## src/rtl/io_port_responder.sv

```systemverilog
// io_port_responder: device-side responder for the CPU programmed-I/O handshakes.
// The input channel answers inp_req from an RX FIFO that the host fills. The
// output channel captures out_data into a TX FIFO that the host drains.
// Optional feature: define IO_PORT_TIMEOUT_EN to time out input requests that
// wait on an empty RX FIFO. A timed-out request returns all-ones and sets the
// sticky err_timeout flag.
module io_port_responder #(
    parameter int WIDTH      = 16,
    parameter int DEPTH_LOG2 = 3,
    parameter int TIMEOUT    = 1024
) (
    input  logic                  clk,
    input  logic                  rst_b,
    input  logic                  inp_req,
    output logic                  inp_ack,
    output logic [WIDTH-1:0]      inp_data,
    input  logic                  out_req,
    input  logic [WIDTH-1:0]      out_data,
    output logic                  out_ack,
    input  logic                  host_wr_valid,
    input  logic [WIDTH-1:0]      host_wr_data,
    output logic                  host_wr_ready,
    output logic                  host_rd_valid,
    output logic [WIDTH-1:0]      host_rd_data,
    input  logic                  host_rd_ready,
    output logic [DEPTH_LOG2:0]   rx_count,
    output logic [DEPTH_LOG2:0]   tx_count,
    output logic                  err_timeout
);

    localparam int DEPTH = 1 << DEPTH_LOG2;
    localparam logic [DEPTH_LOG2:0] DEPTH_CNT = (DEPTH_LOG2 + 1)'(DEPTH);

    typedef enum logic [1:0] {IN_IDLE, IN_ACK, IN_RELEASE} in_state_t;
    typedef enum logic [1:0] {OUT_IDLE, OUT_ACK, OUT_RELEASE} out_state_t;

    in_state_t  in_state;
    out_state_t out_state;

    logic [WIDTH-1:0]    rx_mem [DEPTH];
    logic [WIDTH-1:0]    tx_mem [DEPTH];
    logic [DEPTH_LOG2:0] rx_wr_ptr, rx_rd_ptr;
    logic [DEPTH_LOG2:0] tx_wr_ptr, tx_rd_ptr;

    logic rx_push, rx_pop, tx_push, tx_pop;
    logic timeout_hit;

    // Occupancy is the pointer difference; the extra pointer bit separates full from empty.
    assign rx_count      = rx_wr_ptr - rx_rd_ptr;
    assign tx_count      = tx_wr_ptr - tx_rd_ptr;
    assign host_wr_ready = (rx_count < DEPTH_CNT);
    assign host_rd_valid = (tx_count != '0);
    assign host_rd_data  = tx_mem[tx_rd_ptr[DEPTH_LOG2-1:0]];

    // Full and empty are taken from registered counts, so there is no same-cycle bypass.
    assign rx_push = host_wr_valid && host_wr_ready;
    assign rx_pop  = (in_state == IN_IDLE) && inp_req && (rx_count != '0);
    assign tx_push = (out_state == OUT_IDLE) && out_req && (tx_count < DEPTH_CNT);
    assign tx_pop  = host_rd_ready && host_rd_valid;

`ifdef IO_PORT_TIMEOUT_EN
    localparam int TW = $clog2(TIMEOUT + 1);

    logic [TW-1:0] wait_cnt;
    logic          waiting;

    assign waiting     = (in_state == IN_IDLE) && inp_req && (rx_count == '0);
    assign timeout_hit = waiting && (wait_cnt == TW'(TIMEOUT));

    // Count cycles spent waiting on an empty RX FIFO; remember any timeout until reset.
    always_ff @(posedge clk or negedge rst_b) begin
        if (!rst_b) begin
            wait_cnt    <= '0;
            err_timeout <= 1'b0;
        end else begin
            if (waiting && !timeout_hit)
                wait_cnt <= wait_cnt + 1'b1;
            else
                wait_cnt <= '0;
            if (timeout_hit)
                err_timeout <= 1'b1;
        end
    end
`else
    logic [31:0] unused_timeout;

    // Without the timeout the CPU simply waits; the parameter stays referenced for both builds.
    assign unused_timeout = 32'(TIMEOUT);
    assign timeout_hit    = 1'b0;
    assign err_timeout    = 1'b0;
`endif

    // RX storage is written by the host; pointers alone define which entries are live.
    always_ff @(posedge clk) begin
        if (rx_push)
            rx_mem[rx_wr_ptr[DEPTH_LOG2-1:0]] <= host_wr_data;
    end

    // TX storage captures the CPU word sampled at the accepting edge.
    always_ff @(posedge clk) begin
        if (tx_push)
            tx_mem[tx_wr_ptr[DEPTH_LOG2-1:0]] <= out_data;
    end

    // FIFO pointers advance independently, so a simultaneous push and pop leaves the count unchanged.
    always_ff @(posedge clk or negedge rst_b) begin
        if (!rst_b) begin
            rx_wr_ptr <= '0;
            rx_rd_ptr <= '0;
            tx_wr_ptr <= '0;
            tx_rd_ptr <= '0;
        end else begin
            if (rx_push) rx_wr_ptr <= rx_wr_ptr + 1'b1;
            if (rx_pop)  rx_rd_ptr <= rx_rd_ptr + 1'b1;
            if (tx_push) tx_wr_ptr <= tx_wr_ptr + 1'b1;
            if (tx_pop)  tx_rd_ptr <= tx_rd_ptr + 1'b1;
        end
    end

    // Input handshake: pop one word per request level, pulse the ack, then wait for the request to drop.
    always_ff @(posedge clk or negedge rst_b) begin
        if (!rst_b) begin
            in_state <= IN_IDLE;
            inp_ack  <= 1'b0;
            inp_data <= '0;
        end else begin
            inp_ack <= 1'b0;
            case (in_state)
                IN_IDLE: begin
                    if (rx_pop) begin
                        inp_data <= rx_mem[rx_rd_ptr[DEPTH_LOG2-1:0]];
                        inp_ack  <= 1'b1;
                        in_state <= IN_ACK;
                    end else if (timeout_hit) begin
                        inp_data <= '1;
                        inp_ack  <= 1'b1;
                        in_state <= IN_ACK;
                    end
                end
                IN_ACK:     in_state <= IN_RELEASE;
                IN_RELEASE: if (!inp_req) in_state <= IN_IDLE;
                default:    in_state <= IN_IDLE;
            endcase
        end
    end

    // Output handshake: capture one word per request level, withholding the ack while TX is full.
    always_ff @(posedge clk or negedge rst_b) begin
        if (!rst_b) begin
            out_state <= OUT_IDLE;
            out_ack   <= 1'b0;
        end else begin
            out_ack <= 1'b0;
            case (out_state)
                OUT_IDLE: begin
                    if (tx_push) begin
                        out_ack   <= 1'b1;
                        out_state <= OUT_ACK;
                    end
                end
                OUT_ACK:     out_state <= OUT_RELEASE;
                OUT_RELEASE: if (!out_req) out_state <= OUT_IDLE;
                default:     out_state <= OUT_IDLE;
            endcase
        end
    end

endmodule

```

## config.mk

```make
export PLATFORM = sky130hd
export DESIGN_NAME = io_port_responder
export DESIGN_NICKNAME = d
export VERILOG_FILES = /design/src/rtl/io_port_responder.sv
export SDC_FILE = /design/constraint.sdc
export NUM_CORES = 1
export LEC_CHECK = 0
export CAP_MARGIN = 5
export CORE_ASPECT_RATIO = 1.4
export CORE_UTILIZATION = 65
export CTS_BUF_LIST = sky130_fd_sc_hd__clkbuf_4 sky130_fd_sc_hd__clkbuf_8
export CTS_CLUSTER_DIAMETER = 30
export DETAILED_ROUTE_END_ITERATION = 16
export DONT_BUFFER_PORTS = 1
export HOLD_SLACK_MARGIN = 0.12
export PLACE_DENSITY_LB_ADDON = 0.1
export SYNTH_ARGS = -nofsm -noshare
export SYNTH_HDL_FRONTEND = slang
export SYNTH_SLANG_ARGS = --single-unit
```

## constraint.sdc

```tcl
create_clock -name clk -period 11.5 [get_ports clk]
set_input_delay 0 -clock clk [delete_from_list [all_inputs] [get_ports clk]]
set_output_delay 0 -clock clk [all_outputs]
set_load 0.03 [all_outputs]
```

# Word level (Yosys, flattened, before mapping)

Memories as Yosys holds them, arrays and structs flattened. A register that Yosys moved wholly into a read port is not among the register bits.
Index checks and enable logic that the tools add are counted.

Register bits after elaboration: 22
Bits in writable memories: 256
Input port bits: 38
Output and inout port bits: 45
Memories kept: 2

Memory list:

| memory | depth | width | read ports | clocked after Yosys merged registers in | write ports | line | RTL |
|---|---|---|---|---|---|---|---|
| rx_mem | 8     | 16    | 1          | 1                                       | 1           | 40   | `logic [WIDTH-1:0] rx_mem [DEPTH];` |
| tx_mem | 8     | 16    | 1          | 0                                       | 1           | 41   | `logic [WIDTH-1:0] tx_mem [DEPTH];` |

Add/subtract/negate cells: 6
Order comparisons: 2
Eq/ne operators: 8
Mux-type cells: 13
Reduce and logical (&&, ||, !) cells: 14

Operator list:

| kind                | count |
|---|---|
| $add 4x1->4 const B | 4 |
| $pmux 2 s3          | 2 |
| $lt 4x4->1 const B  | 2 |
| $mux 2              | 4 |
| $ne 2x2->1 const B  | 4 |
| $reduce_bool 4->1   | 2 |
| $sub 4x4->4         | 2 |
| $mux 1              | 7 |
| $logic_and 1x1->1   | 6 |
| $reduce_and 2->1    | 3 |
| $eq 2x1->1 const B  | 2 |
| $eq 2x2->1 const B  | 2 |
| $logic_not 2->1     | 2 |
| $logic_not 1->1     | 1 |

# Depth between registers and ports, before layout

Word-level depth: 5
Mapped depth: 10
Depth with buffers taken out: 8

# Worst setup path before layout

Ideal clock, no wire load.

Kind: register to register
From: register tx_rd_ptr[2]
To: memory tx_mem[2][0] (enable)
Library setup time: 0.436 ns
Data arrival time: 4.089 ns
Slack: 6.974 ns
Stages on the path, launching flop included: 10
Buffers on the path: 3
Clock period less this slack: 4.526 ns
Cells stage by stage: dfrtp_1 clkbuf_1 clkinv_1 clkbuf_1 ha_1 and3b_1 o21ai_0 nand3_1 clkbuf_1 nor4b_1

Word-level cells in the longest chain between the ends: 5

RTL lines:

| item                         | line | RTL |
|---|---|---|
| from (decl)                  | 43   | `logic [DEPTH_LOG2:0] tx_wr_ptr, tx_rd_ptr;` |
| from (signal assigned)       | 116  | `if (tx_pop) tx_rd_ptr <= tx_rd_ptr + 1'b1;` |
| $sub 4x4->4                  | 50   | `assign tx_count = tx_wr_ptr - tx_rd_ptr;` |
| $lt 4x4->1                   | 58   | `assign tx_push = (out_state == OUT_IDLE) && out_req && (tx_count < DEPTH_CNT);` |
| $logic_and 1x1->1            | 58   |  |
| $mux 1                       | 101  | `if (tx_push)` |
| $mux 1 (not written as such) | 102  | `tx_mem[tx_wr_ptr[DEPTH_LOG2-1:0]] <= out_data;` |
| to (decl)                    | 41   |  |

Every way passes these cells.

# Worst setup path in the final report

From: register rx_rd_ptr[2]
To: register inp_data[0], read port of rx_mem

Word-level cells in the longest chain between the ends: 4

RTL lines:

| item                              | line | RTL |
|---|---|---|
| from (decl)                       | 42   | `logic [DEPTH_LOG2:0] rx_wr_ptr, rx_rd_ptr;` |
| from (signal assigned)            | 114  | `if (rx_pop) rx_rd_ptr <= rx_rd_ptr + 1'b1;` |
| $sub 4x4->4                       | 49   | `assign rx_count = rx_wr_ptr - rx_rd_ptr;` |
| named net rx_count[2]             | 26   | `output logic [DEPTH_LOG2:0] rx_count,` |
| $reduce_bool 4->1                 | 57   | `assign rx_pop = (in_state == IN_IDLE) && inp_req && (rx_count != '0);` |
| $logic_and 1x1->1                 | 57   |  |
| $reduce_and 2->1 (no source line) | -    |  |
| to (decl)                         | 16   | `output logic [WIDTH-1:0] inp_data,` |

The timed path passes the listed nets, and every way through them passes these cells.
A chain may end at the register's enable or synchronous reset.

==> summary.txt <==
FILL cells: 967
Initial antenna violation count: 0
Area Growth Syn to Fin: 16.36%
Post-synth EDFFs: 256
Crit path DAT: 5.02 ns
CP startpoint kind: flip-flop
CTS Buffer Depth: 3
Hold WC Path Type: primary input to flip-flop
Placed Cells: 852
Synthesized area: 11710 µm²
Total routed wirelength: 22280 µm
Final core occ: 0.7797
Worst slack at placement: 6.991 ns
Worst rel slew slack: 0.3317
GR Overflow Total: 0
CP max stage delay: 0.88 ns
Post-CTS setup buffer count: 0
Core Box Area: 17470 µm²
Vias: 5841
Drt drc: 0
Critical Path Sink Type: flip-flop
Cell taking the most area after synthesis: edfxtp_1
Slowest-stage cell, CP: a31oi_4
Register bit count reported by yosys: 294
Sequential share of the synthesized area: 0.7378
Worst-skew pair later-pin latency: 0.55 ns
GP Congestion: 0.7647
Top-area cell type share of the netlist area: 0.6566
Critical setup path kind: flip-flop to flip-flop
Final Cell Area: 13620 µm²
Status: completed
CTS buffer count: 46
Final std cells w/o fill: 974
Ranking of synthesized cells by area: edfxtp_1, mux4_2, dfrtp_1
CTS clk-pin slew, worst paths: 0.06 ns
VDD IR max: 0.1726 mV
Die Ht: 160.8 µm
Crit Path Max Fanout: 19
Max-slew violations: 0
Post-DRT Antenna Nets: 0
Die footprint: 18560 µm²
Final Worst Setup Slack: 6.897 ns
LEAKAGE: 4.778 nW
Final Hold Vio Count: 0
Iteration-0 DRC count of the detailed router: 513
Synth Flop Type: edfxtp_1
Site Rows: 57
Number of I/O pins: 83
# setup viols final: 0
RSZ-0062 raised after global routing: false
Post-cts resize count: 0
Vias/cell: 5.997
Final worst path period share: 0.4002
Hold buffer count at cts: 40
Total Nets Final: 754
PortBufs: 0
Global-route wire length before repair: 34320 µm
Max Fclk: 217.3 MHz
Layout cells sized above 1: 0.2764
Clock Sinks: 294
Crit-path cells: clkinv_1, ha_1, xor2_1, nor3_1, a31oi_4, mux2_2
CTS tree: built
Pin slew with the least headroom to its limit: 1.002 ns
Period minus WS final: 4.603 ns
All-Layer GR Usage: 0.2562
Synth Instances: 625
N_diodes: 0
Fin Setup TNS: 0 ns
Starting density of the core: 0.6700
Clock root buffer: clkbuf_8
Drt first pass iters: 5
Clock Skew: 0.01830 ns
Mapped Nets: 675
Vias in the first global route: 6285
Post-place instance area: 12110 µm²
Distinct cells, synth: 46
Die width: 115.4 µm
Cell Pwr Density: 284.4 nW/µm²
Max Cap Viol: 0
Required time of the critical path: 11.92 ns
Post-synthesis async set-or-reset flop share: 0.1293
Largest net degree at the start of global routing: 39
Avg Cell Area, Syn: 18.73 µm²
Hpwl dp: 13070 µm
WL/cell: 22.87 µm
Synth warn: 0
H-tree depth: 2
-- kinds of logic after synthesis --
logic type / share of synthesized area
AO/OA/AOI/OAI: 0.01090
adder cells (fa/ha/maj): 0.01411
XOR/XNOR: 0.01197
multiplexers: 0.1466
buffers and inverters: 0.01806
flip-flops: 0.7378
other: 0.0003203
AND/OR/NAND/NOR: 0.06017
-- area by class of cell --
| cell class | count | area (µm²) | share of cell area |
|---|---|---|---|
| Inverter | 15 | 56.30 | 0.004133 |
| Clock inverter | 21 | 311.5 | 0.02287 |
| Multi-Input combinational cell | 285 | 2954 | 0.2168 |
| Clock buffer | 61 | 764.5 | 0.05612 |
| Timing Repair Buffer | 62 | 600.6 | 0.04409 |
| Tap cell | 236 | 295.3 | 0.02168 |
| Sequential cell | 294 | 8641 | 0.6343 |
-- through the flow --
step | hold WS, ns | power [W]
2_1_floorplan | -0.2956 | 0.002588
3_3_place_gp | -0.2946 | 0.002826
3_5_place_dp | -0.2950 | 0.002867
4_1_cts | 0.1633 | 0.003899
5_1_grt | 0.1925 | 0.004052
6_report | 0.1869 | 0.003875
-- final timing paths --
| check | slack, ns | cells after the start | from | endpoint |
|---|---|---|---|---|
| min in group asynchronous | 0.63 | 4 | rst_b | inp_data[2]$_DFFE_PN0P_ |
| worst max register to register | 6.90 | 6 | rx_rd_ptr[2]$_DFFE_PN0P_ | inp_data[0]$_DFFE_PN0P_ |
| worst min register to register | 0.48 | 1 | out_state[0]$_DFFE_PN0P_ | out_state[1]$_DFFE_PN0P_ |
| worst min-delay path | 0.19 | 3 | out_req | out_state[1]$_DFFE_PN0P_ |
| max in group asynchronous | 10.65 | 4 | rst_b | tx_rd_ptr[0]$_DFFE_PN0P_ |
| worst max-delay path | 6.90 | 6 | rx_rd_ptr[2]$_DFFE_PN0P_ | inp_data[0]$_DFFE_PN0P_ |
-- synth_stat cells, types with 3 or more instances --
library cell,number
nor3_1,6
a21oi_1,4
nor2_1,3
a31oi_1,3
mux2_4,8
edfxtp_1,256
clkbuf_1,19
nand2_1,106
nor4_1,8
inv_1,13
mux4_2,64
xnor2_1,9
nand3_1,7
xor2_1,7
nor4b_1,5
dfrtp_1,38
nand4_1,4
buf_2,6
mux2_2,12
ha_1,10
-- placed cells by master (no fill, tap or decap), drive strengths merged, types with 4 or more instances in the layout --
| cell type | count |
|---|---|
| a21oi | 4 |
| mux2 | 20 |
| a31oi | 4 |
| nor4b | 5 |
| mux4 | 64 |
| bufinv | 8 |
| edfxtp | 256 |
| nand3 | 7 |
| xnor2 | 9 |
| xor2 | 7 |
| nand4 | 4 |
| nand2 | 106 |
| nor4 | 8 |
| clkinv | 11 |
| buf | 24 |
| dfrtp | 38 |
| clkbuf | 61 |
| inv | 14 |
| nor3 | 6 |
| ha | 10 |
| dlygate4sd3 | 38 |
-- sequential cells by signal, indices dropped and copies added (netlist names) --
name	cells
rx_mem	128
tx_mem	128
inp_data	16
rx_rd_ptr	4
rx_wr_ptr	4
tx_rd_ptr	4
tx_wr_ptr	4
in_state	2
out_state	2
inp_ack	1
out_ack	1
-- per-layer routing --
metal  global-route usage  up-vias  wire (µm)
met5                    0        -          0
met4              0.09091        0        599
met3              0.05434       44       1125
met2               0.4736      178      12630
met1               0.2867     3013       7921
li1                     -     2606          -
-- worst max-delay path: cells and delay by family (launching register included) --
family | cells | cell delay [ns]
flops | 1 | 0.81
fa+ha+maj | 1 | 0.66
compound gates | 1 | 0.88
buf+inv | 1 | 0.81
mux | 1 | 0.42
simple gates | 1 | 0.27
xor+xnor | 1 | 0.60
-- power breakdown --
group | total, W | switching, W | internal [W] | leakage, nW
clock | 0.00100 | 0.000388 | 0.000615 | 0.545
combinational | 0.00133 | 0.000824 | 0.000505 | 1.47
sequential | 0.00154 | 0.000189 | 0.00135 | 2.77
total | 0.00387 | 0.00140 | 0.00247 | 4.78
No activity file was read; power rests on OpenSTA's default activity.
